[src/rtl/poly_mod_pkg.sv]
// Shared definitions for the iterated modular squaring engine.
//   ch_state_e      : per-channel sequencer state
//   calc_i_word     : coefficient count of a redundant value (NUM_WORDS+1)
//   calc_coef_bits  : bits per redundant coefficient
//   calc_ch_bits    : index width for N items, never below 1
package poly_mod_pkg;

   typedef enum logic [1:0] {
      ST_IDLE = 2'd0,
      ST_RUN  = 2'd1,
      ST_DONE = 2'd2
   } ch_state_e;

   function automatic int unsigned calc_i_word(input int unsigned num_words);
      return num_words + 1;
   endfunction

   function automatic int unsigned calc_coef_bits(input int unsigned word_bits,
                                                  input int unsigned redun_bits);
      return word_bits + redun_bits;
   endfunction

   function automatic int unsigned calc_ch_bits(input int unsigned n);
      return (n <= 2) ? 1 : $clog2(n);
   endfunction

endpackage

[src/rtl/poly_mod_sqr_iter_mult.sv]
// poly_mod_mult: fixed-latency pipelined modular multiplier on redundant
// polynomial operands.
//   i_clk, i_rst : clock, synchronous active-high reset (clears valids)
//   i_val        : operands present this cycle
//   i_dat_a/b    : operands, I_WORD coefficients of COEF_BITS each
//                  (i_dat_b ignored when SQ_MODE=1, a*a is formed)
//   o_val, o_dat : product mod MODULUS exactly LATENCY cycles after i_val,
//                  emitted with zero redundant bits
module poly_mod_mult
   import poly_mod_pkg::*;
#(
   parameter int unsigned SQ_MODE         = 1,
   parameter int unsigned WORD_BITS       = 8,
   parameter int unsigned NUM_WORDS       = 4,
   parameter logic [WORD_BITS*NUM_WORDS-1:0] MODULUS = 128,
   parameter int unsigned REDUCTION_BITS  = 9,
   parameter int unsigned REDUN_WORD_BITS = 1,
   parameter int unsigned LATENCY         = 6,
   localparam int unsigned I_WORD    = calc_i_word(NUM_WORDS),
   localparam int unsigned COEF_BITS = calc_coef_bits(WORD_BITS, REDUN_WORD_BITS),
   localparam int unsigned DW        = I_WORD * COEF_BITS
) (
   input  logic          i_clk,
   input  logic          i_rst,
   input  logic          i_val,
   input  logic [DW-1:0] i_dat_a,
   input  logic [DW-1:0] i_dat_b,
   output logic          o_val,
   output logic [DW-1:0] o_dat
);

   localparam int unsigned MW = WORD_BITS * NUM_WORDS;
   // Redundant value is below 2^(MW+COEF_BITS+1).
   localparam int unsigned VW = MW + COEF_BITS + 1;
   localparam int unsigned PW = 2 * VW;

   if (LATENCY < 2) begin : g_lat_chk
      $error("poly_mod_mult: LATENCY must be at least 2");
   end
   if (REDUCTION_BITS == 0) begin : g_red_chk
      $error("poly_mod_mult: REDUCTION_BITS must be non-zero");
   end

   function automatic logic [VW-1:0] to_int(input logic [DW-1:0] d);
      logic [VW-1:0] acc;
      acc = '0;
      for (int unsigned i = 0; i < I_WORD; i++) begin
         acc = acc + (VW'(d[i*COEF_BITS +: COEF_BITS]) << (WORD_BITS * i));
      end
      return acc;
   endfunction

   function automatic logic [DW-1:0] to_red(input logic [MW-1:0] v);
      logic [DW-1:0] r;
      r = '0;
      for (int unsigned i = 0; i < NUM_WORDS; i++) begin
         r[i*COEF_BITS +: WORD_BITS] = v[i*WORD_BITS +: WORD_BITS];
      end
      return r;
   endfunction

   logic          in_vld_q;
   logic [DW-1:0] a_q, b_q;
   logic [DW-1:0] op_b;
   logic [DW-1:0] res_dat;

   logic [LATENCY-2:0] vld_q;
   logic [DW-1:0]      dat_q [LATENCY-1];

   assign op_b = (SQ_MODE != 0) ? a_q : b_q;

   always_comb begin
      res_dat = to_red(MW'((PW'(to_int(a_q)) * PW'(to_int(op_b))) % PW'(MODULUS)));
   end

   always_ff @(posedge i_clk) begin
      if (i_rst) begin
         in_vld_q <= 1'b0;
         a_q      <= '0;
         b_q      <= '0;
         vld_q    <= '0;
         for (int unsigned k = 0; k < LATENCY - 1; k++) begin
            dat_q[k] <= '0;
         end
      end else begin
         in_vld_q <= i_val;
         a_q      <= i_dat_a;
         b_q      <= i_dat_b;
         vld_q[0] <= in_vld_q;
         dat_q[0] <= res_dat;
         for (int unsigned k = 1; k < LATENCY - 1; k++) begin
            vld_q[k] <= vld_q[k-1];
            dat_q[k] <= dat_q[k-1];
         end
      end
   end

   assign o_val = vld_q[LATENCY-2];
   assign o_dat = dat_q[LATENCY-2];

endmodule

[src/rtl/poly_mod_sqr_iter.sv]
// poly_mod_sqr_iter: NUM_CH channels iterate x <- x*x (or x*b) mod MODULUS
// T times around one shared pipelined multiplier, time-division interleaved
// by a free-running slot counter (channel c owns slot c).
//   i_clk, i_rst          : clock, synchronous active-high reset
//   i_val, i_ch, o_rdy    : load request for channel i_ch, accepted when IDLE
//   i_dat_a, i_dat_b      : initial x, base b (b used only when SQ_MODE=0)
//   i_iter                : iteration count T (T=0 returns x unchanged)
//   o_val, o_ch, o_dat    : lowest DONE channel's result, held under backpressure
//   i_rdy                 : downstream accepts the presented result
//   o_busy                : per-channel not-IDLE flags
module poly_mod_sqr_iter
   import poly_mod_pkg::*;
#(
   parameter int unsigned SQ_MODE         = 1,
   parameter int unsigned WORD_BITS       = 8,
   parameter int unsigned NUM_WORDS       = 4,
   parameter logic [WORD_BITS*NUM_WORDS-1:0] MODULUS = 128,
   parameter int unsigned REDUCTION_BITS  = 9,
   parameter int unsigned REDUN_WORD_BITS = 1,
   parameter int unsigned MUL_LAT         = 6,
   parameter int unsigned NUM_CH          = 2,
   parameter int unsigned ITER_BITS       = 32,
   localparam int unsigned I_WORD    = calc_i_word(NUM_WORDS),
   localparam int unsigned COEF_BITS = calc_coef_bits(WORD_BITS, REDUN_WORD_BITS),
   localparam int unsigned CH_BITS   = calc_ch_bits(NUM_CH)
) (
   input  logic                        i_clk,
   input  logic                        i_rst,
   input  logic                        i_val,
   output logic                        o_rdy,
   input  logic [CH_BITS-1:0]          i_ch,
   input  logic [I_WORD*COEF_BITS-1:0] i_dat_a,
   input  logic [I_WORD*COEF_BITS-1:0] i_dat_b,
   input  logic [ITER_BITS-1:0]        i_iter,
   output logic                        o_val,
   input  logic                        i_rdy,
   output logic [CH_BITS-1:0]          o_ch,
   output logic [I_WORD*COEF_BITS-1:0] o_dat,
   output logic [NUM_CH-1:0]           o_busy
);

   localparam int unsigned DW        = I_WORD * COEF_BITS;
   localparam int unsigned SLOT_BITS = calc_ch_bits(MUL_LAT);

   if (NUM_CH < 1 || NUM_CH > MUL_LAT) begin : g_ch_chk
      $error("poly_mod_sqr_iter: NUM_CH must be in 1..MUL_LAT");
   end
   if (MUL_LAT < 2) begin : g_lat_chk
      $error("poly_mod_sqr_iter: MUL_LAT must be at least 2");
   end

   typedef struct packed {
      ch_state_e            state;
      logic [DW-1:0]        x;
      logic [DW-1:0]        b;
      logic [ITER_BITS-1:0] rem;
      logic                 infl;
   } ch_ctx_t;

   localparam ch_ctx_t CTX_RESET = '{state: ST_IDLE, x: '0, b: '0, rem: '0, infl: 1'b0};

   ch_ctx_t              ctx_q [NUM_CH];
   ch_ctx_t              ctx_d [NUM_CH];
   logic [SLOT_BITS-1:0] slot_q, slot_d;
   logic                 lock_q, lock_d;
   logic [CH_BITS-1:0]   lock_ch_q, lock_ch_d;

   logic                 mul_val;
   logic [DW-1:0]        mul_a, mul_b;
   logic                 mul_o_val;
   logic [DW-1:0]        mul_o_dat;

   logic                 done_any;
   logic [CH_BITS-1:0]   low_ch;
   logic [CH_BITS-1:0]   sel_ch;
   logic                 hs;

   poly_mod_mult #(
      .SQ_MODE         ((SQ_MODE == 0) ? 0 : 1),
      .WORD_BITS       (WORD_BITS),
      .NUM_WORDS       (NUM_WORDS),
      .MODULUS         (MODULUS),
      .REDUCTION_BITS  (REDUCTION_BITS),
      .REDUN_WORD_BITS (REDUN_WORD_BITS),
      .LATENCY         (MUL_LAT)
   ) u_mult (
      .i_clk   (i_clk),
      .i_rst   (i_rst),
      .i_val   (mul_val),
      .i_dat_a (mul_a),
      .i_dat_b (mul_b),
      .o_val   (mul_o_val),
      .o_dat   (mul_o_dat)
   );

   // Output arbiter. A presented-but-unaccepted channel stays locked so a
   // lower channel finishing later cannot preempt it.
   always_comb begin
      done_any = 1'b0;
      low_ch   = '0;
      for (int unsigned c = NUM_CH; c > 0; c--) begin
         if (ctx_q[c-1].state == ST_DONE) begin
            done_any = 1'b1;
            low_ch   = CH_BITS'(c - 1);
         end
      end
      sel_ch = lock_q ? lock_ch_q : low_ch;

      o_val = done_any;
      o_ch  = '0;
      o_dat = '0;
      if (done_any) begin
         o_ch = sel_ch;
         for (int unsigned c = 0; c < NUM_CH; c++) begin
            if (CH_BITS'(c) == sel_ch) o_dat = ctx_q[c].x;
         end
      end

      o_rdy  = 1'b0;
      o_busy = '0;
      for (int unsigned c = 0; c < NUM_CH; c++) begin
         if (CH_BITS'(c) == i_ch) o_rdy = (ctx_q[c].state == ST_IDLE);
         o_busy[c] = (ctx_q[c].state != ST_IDLE);
      end
   end

   assign hs        = o_val & i_rdy;
   assign lock_d    = o_val & ~i_rdy;
   assign lock_ch_d = o_ch;

   // Sequencer. On a returning product with iterations left, the product is
   // fed straight back into the multiplier in the same slot, so infl stays set.
   always_comb begin
      ctx_d   = ctx_q;
      mul_val = 1'b0;
      mul_a   = '0;
      mul_b   = '0;
      slot_d  = (slot_q == SLOT_BITS'(MUL_LAT - 1)) ? '0 : slot_q + SLOT_BITS'(1);

      for (int unsigned c = 0; c < NUM_CH; c++) begin
         unique case (ctx_q[c].state)
            ST_IDLE: begin
               if (i_val && (i_ch == CH_BITS'(c))) begin
                  ctx_d[c].x     = i_dat_a;
                  ctx_d[c].b     = i_dat_b;
                  ctx_d[c].rem   = i_iter;
                  ctx_d[c].infl  = 1'b0;
                  ctx_d[c].state = (i_iter == '0) ? ST_DONE : ST_RUN;
               end
            end
            ST_RUN: begin
               if (slot_q == SLOT_BITS'(c)) begin
                  if (!ctx_q[c].infl) begin
                     mul_val       = 1'b1;
                     mul_a         = ctx_q[c].x;
                     mul_b         = ctx_q[c].b;
                     ctx_d[c].infl = 1'b1;
                  end else if (mul_o_val) begin
                     ctx_d[c].rem = ctx_q[c].rem - ITER_BITS'(1);
                     ctx_d[c].x   = mul_o_dat;
                     if (ctx_q[c].rem == ITER_BITS'(1)) begin
                        ctx_d[c].infl  = 1'b0;
                        ctx_d[c].state = ST_DONE;
                     end else begin
                        mul_val = 1'b1;
                        mul_a   = mul_o_dat;
                        mul_b   = ctx_q[c].b;
                     end
                  end
               end
            end
            ST_DONE: begin
               if (hs && (o_ch == CH_BITS'(c))) ctx_d[c].state = ST_IDLE;
            end
            default: ctx_d[c] = CTX_RESET;
         endcase
      end

      if (SQ_MODE != 0) mul_b = mul_a;
   end

   always_ff @(posedge i_clk) begin
      if (i_rst) begin
         slot_q    <= '0;
         lock_q    <= 1'b0;
         lock_ch_q <= '0;
         for (int unsigned c = 0; c < NUM_CH; c++) begin
            ctx_q[c] <= CTX_RESET;
         end
      end else begin
         slot_q    <= slot_d;
         lock_q    <= lock_d;
         lock_ch_q <= lock_ch_d;
         ctx_q     <= ctx_d;
      end
   end

endmodule

[config.mk]
export PLATFORM = sky130hd
export DESIGN_NAME = poly_mod_sqr_iter
export DESIGN_NICKNAME = d
export VERILOG_FILES = /design/src/rtl/poly_mod_pkg.sv /design/src/rtl/poly_mod_sqr_iter_mult.sv /design/src/rtl/poly_mod_sqr_iter.sv
export SDC_FILE = /design/constraint.sdc
export NUM_CORES = 1
export LEC_CHECK = 0
export ABC_AREA = 1
export ABC_CLOCK_PERIOD_IN_PS = 8000
export CORE_AREA = 2 2 213 215
export CTS_BUF_LIST = sky130_fd_sc_hd__clkbuf_8
export DETAILED_ROUTE_END_ITERATION = 16
export DIE_AREA = 0 0 215 217
export DONT_BUFFER_PORTS = 1
export GPL_ROUTABILITY_DRIVEN = 0
export GPL_TIMING_DRIVEN = 0
export SYNTH_ARGS = -nofsm -noshare
export SYNTH_HDL_FRONTEND = slang
export SYNTH_SLANG_ARGS = --single-unit
[constraint.sdc]
create_clock -name i_clk -period 8 [get_ports i_clk]
set_clock_uncertainty 0.05 [all_clocks]
set_input_delay 1.2 -clock i_clk [delete_from_list [all_inputs] [get_ports i_clk]]
set_output_delay 1.2 -clock i_clk [all_outputs]
set_load 0.1 [all_outputs]
==> impl_metrics.env <==
export IMPL_status="completed"
export IMPL_yosysTopAreaCell="dfxtp_1"
export IMPL_cts_sinks=207
export IMPL_dr_pass1_iters=5
export IMPL_cp_common_cell="nand2_1"
export IMPL_timing_slew_headroom_pct=9.72
export IMPL_timing_final_ws_setup_ns=3.31
export IMPL_n_fill_cell=4974
export IMPL_port_buffers=0
export IMPL_cts_clk_slew_worst_paths_ns=0.06
export IMPL_cts_resized=0
export IMPL_path_cells="nand2_1 > nand2_1 > buf_2 > clkbuf_2 > o21ai_0 > nor2_2"
export IMPL_postSynth_asyncResetShare_pct=0
export IMPL_finalNetCount=1840
export IMPL_synth_area_leaders="dfxtp_1 38%, a21oi_1 11%, nor2_1 8.7%, nand2_1 8.4%, nand3_1 7.7%"
export IMPL_yosysWarningCount=0
export IMPL_grt_usage_pct=15.7
export IMPL_die_height_um=217
export IMPL_drive_gt1_share_pct=10.4
export IMPL_avgSynthCellArea_um2=6.60
export IMPL_synth_most_common_cell="nor2_1"
export IMPL_grt_pass1_wl_um=58300
export IMPL_critical_path_max_stage_delay_ns=0.93
export IMPL_tns_ns=0
export IMPL_setup_viol=0
export IMPL_cp_start_kind="flop"
export IMPL_syn_inst=1655
export IMPL_syn_area_um2=10900
export IMPL_clk_latency_ns=0.57
export IMPL_p_total_mw=5.54
export IMPL_synth_top_flop_cell="dfxtp_1"
export IMPL_worst_hold_path_type="flop to flop"
export IMPL_syn_nets=1801
export IMPL_crit_type="flop to primary output"
export IMPL_antenna_found_initial=0
export IMPL_cts_hold_buffers=0
export IMPL_hold_viol=0
export IMPL_multiInputGateArea_um2=5810
export IMPL_grt_start_max_net_pins=11
export IMPL_drt_iter0_markers=951
export IMPL_overflow=0
export IMPL_path_max_fanout=10
export IMPL_drt_wirelength_per_cell_um=16.5
export IMPL_synthTopCellsByCount="252 x nor2_1, 246 x nand2_1, 238 x a21oi_1"
export IMPL_pre_cts_slack_ns=3.91
export IMPL_cp_arrival_ns=3.44
export IMPL_yosysUniqueCellTypes=42
export IMPL_critPathCaptureType="primary output"
export IMPL_drc=0
export IMPL_row_count=78
export IMPL_die_x_um=215
export IMPL_cts_root_buf="clkbuf_8"
export IMPL_wl_um=38100
export IMPL_io_pins=177
export IMPL_fin_crit_sh_pct=58.7
export IMPL_synth_top_area_share_pct=37.9
export IMPL_seqCellArea_um2=4140
export IMPL_ys_ff_latch=207
export IMPL_clockBufferDepth=3
export IMPL_layout_cells_non_filler=2311
export IMPL_start_util_pct=24.4
export IMPL_cts_tree="built"
export IMPL_ant_nets=0
export IMPL_power_density_nw_per_um2=444
export IMPL_period_needed_ns=4.69
export IMPL_worst_pin_slew_ns=1.35
export IMPL_cts_buffers=37
export IMPL_rsz0062_at_grt="false"
export IMPL_post_cts_buffers=0
export IMPL_synth_seq_area_share_pct=37.9
export IMPL_crit_slowest_cell="nor2_2"
export IMPL_area_delta_synth_final_pct=14.2
export IMPL_required_ns=6.75
export IMPL_fmax_mhz=213
export IMPL_core_area_um2=44700
export IMPL_die_area_um2=46700
export IMPL_vdd_drop_max_mv=0.163
export IMPL_p_leak_nw=4.93
export IMPL_vias=11205
export IMPL_cts_max_level=2
export IMPL_place_inst=2255
export IMPL_vias_per_cell=4.85
export IMPL_hpwlAfterDp_um=29300
export IMPL_drv_slew=0
export IMPL_drv_cap=0
export IMPL_synth_edff_count=0
export IMPL_grt_pass1_vias=10411
report_power, final:
part,internal (mW),leakage (nW),total (mW),switching (mW)
clock network,0.508,0.376,0.962,0.455
logic,0.820,2.86,2.94,2.12
registers,1.37,1.69,1.64,0.270
total,2.69,4.93,5.54,2.85
metal layers:
| layer | track usage, % | routed length, µm |
|---|---|---|
| met5 | 0 | 0 |
| met4 | 6.74 | 1480 |
| met3 | 4.53 | 3050 |
| met2 | 26.7 | 18000 |
| met1 | 18.6 | 15600 |
cell usage in the layout, fill, tap and decap left out, types with 5 or more instances in the layout:
cell / count
nand2_1: 246
a21oi_1: 231
nor2_1: 213
dfxtp_1: 207
nand3_1: 168
inv_1: 166
o21ai_0: 96
o21ai_1: 67
nor2_2: 51
clkbuf_1: 43
clkbuf_8: 42
buf_2: 21
buf_4: 15
ha_1: 15
o22ai_1: 14
inv_2: 13
nor3_1: 12
nand4_1: 11
a21oi_2: 8
or2_2: 7
xor2_1: 6
buf_1: 6
o211ai_1: 5
critical path, delay by kind of cell, from the launching register on:
| kind | cells | cell delay, ns |
|---|---|---|
| simple gates | 3 | 1.24 |
| compound gates | 1 | 0.27 |
| buf+inv | 2 | 0.90 |
| flops | 1 | 0.47 |
flip-flops by register name, summed over array words and instances (netlist names):
name	count
ctx_q	160
u_mult.vld_q	5
slot_q	3
lock_ch_q	1
lock_q	1
u_mult.a_q	6
u_mult.in_vld_q	1
u_mult.dat_q	30
through the flow:
stage,hold WS (ns),area [µm²],utilization [%]
floorplan,0.338,10900,-
global placement,0.343,11700,26.1
detailed placement,0.344,11800,26.4
CTS,0.351,12500,27.9
global route,0.364,12500,27.9
finish,0.348,12500,27.9
path summary, 6_finish.rpt:
kind                                          from                  end  slack [ns]  depth (start not counted)
worst max-delay path                    ctx_q[249]            o_dat[39]        3.31                          6
worst max register to register       u_mult.a_q[1]   u_mult.dat_q[0][6]        4.57                         15
worst min-delay path            u_mult.dat_q[0][2]  u_mult.dat_q[0][47]        0.35                          2
worst min register to register  u_mult.dat_q[0][2]  u_mult.dat_q[0][47]        0.35                          2
area by class of cell:
type | instances | area share, %
Multi-Input combinational cell | 1185 | 46.6
Sequential cell | 207 | 33.2
Tap cell | 600 | 6.02
Inverter | 173 | 5.20
Clock buffer | 42 | 4.63
Buffer | 90 | 3.62
Clock inverter | 13 | 0.732
Antenna cell | 1 | 0.0201
kinds of logic (layout without fill, tap and decap cells):
| group | count (synthesis) | count (layout) | share of synthesized area [%] |
|---|---|---|---|
| buffers and inverters | 263 | 318 | 10.1 |
| adder cells (fa/ha/maj) | 19 | 19 | 2.45 |
| flip-flops | 207 | 207 | 37.9 |
| other | 0 | 1 | 0 |
| AO/OA/AOI/OAI | 438 | 438 | 20.9 |
| AND/OR/NAND/NOR | 721 | 721 | 28.1 |
| XOR/XNOR | 7 | 7 | 0.561 |
Note: power is estimated with default switching activity, not from simulation.
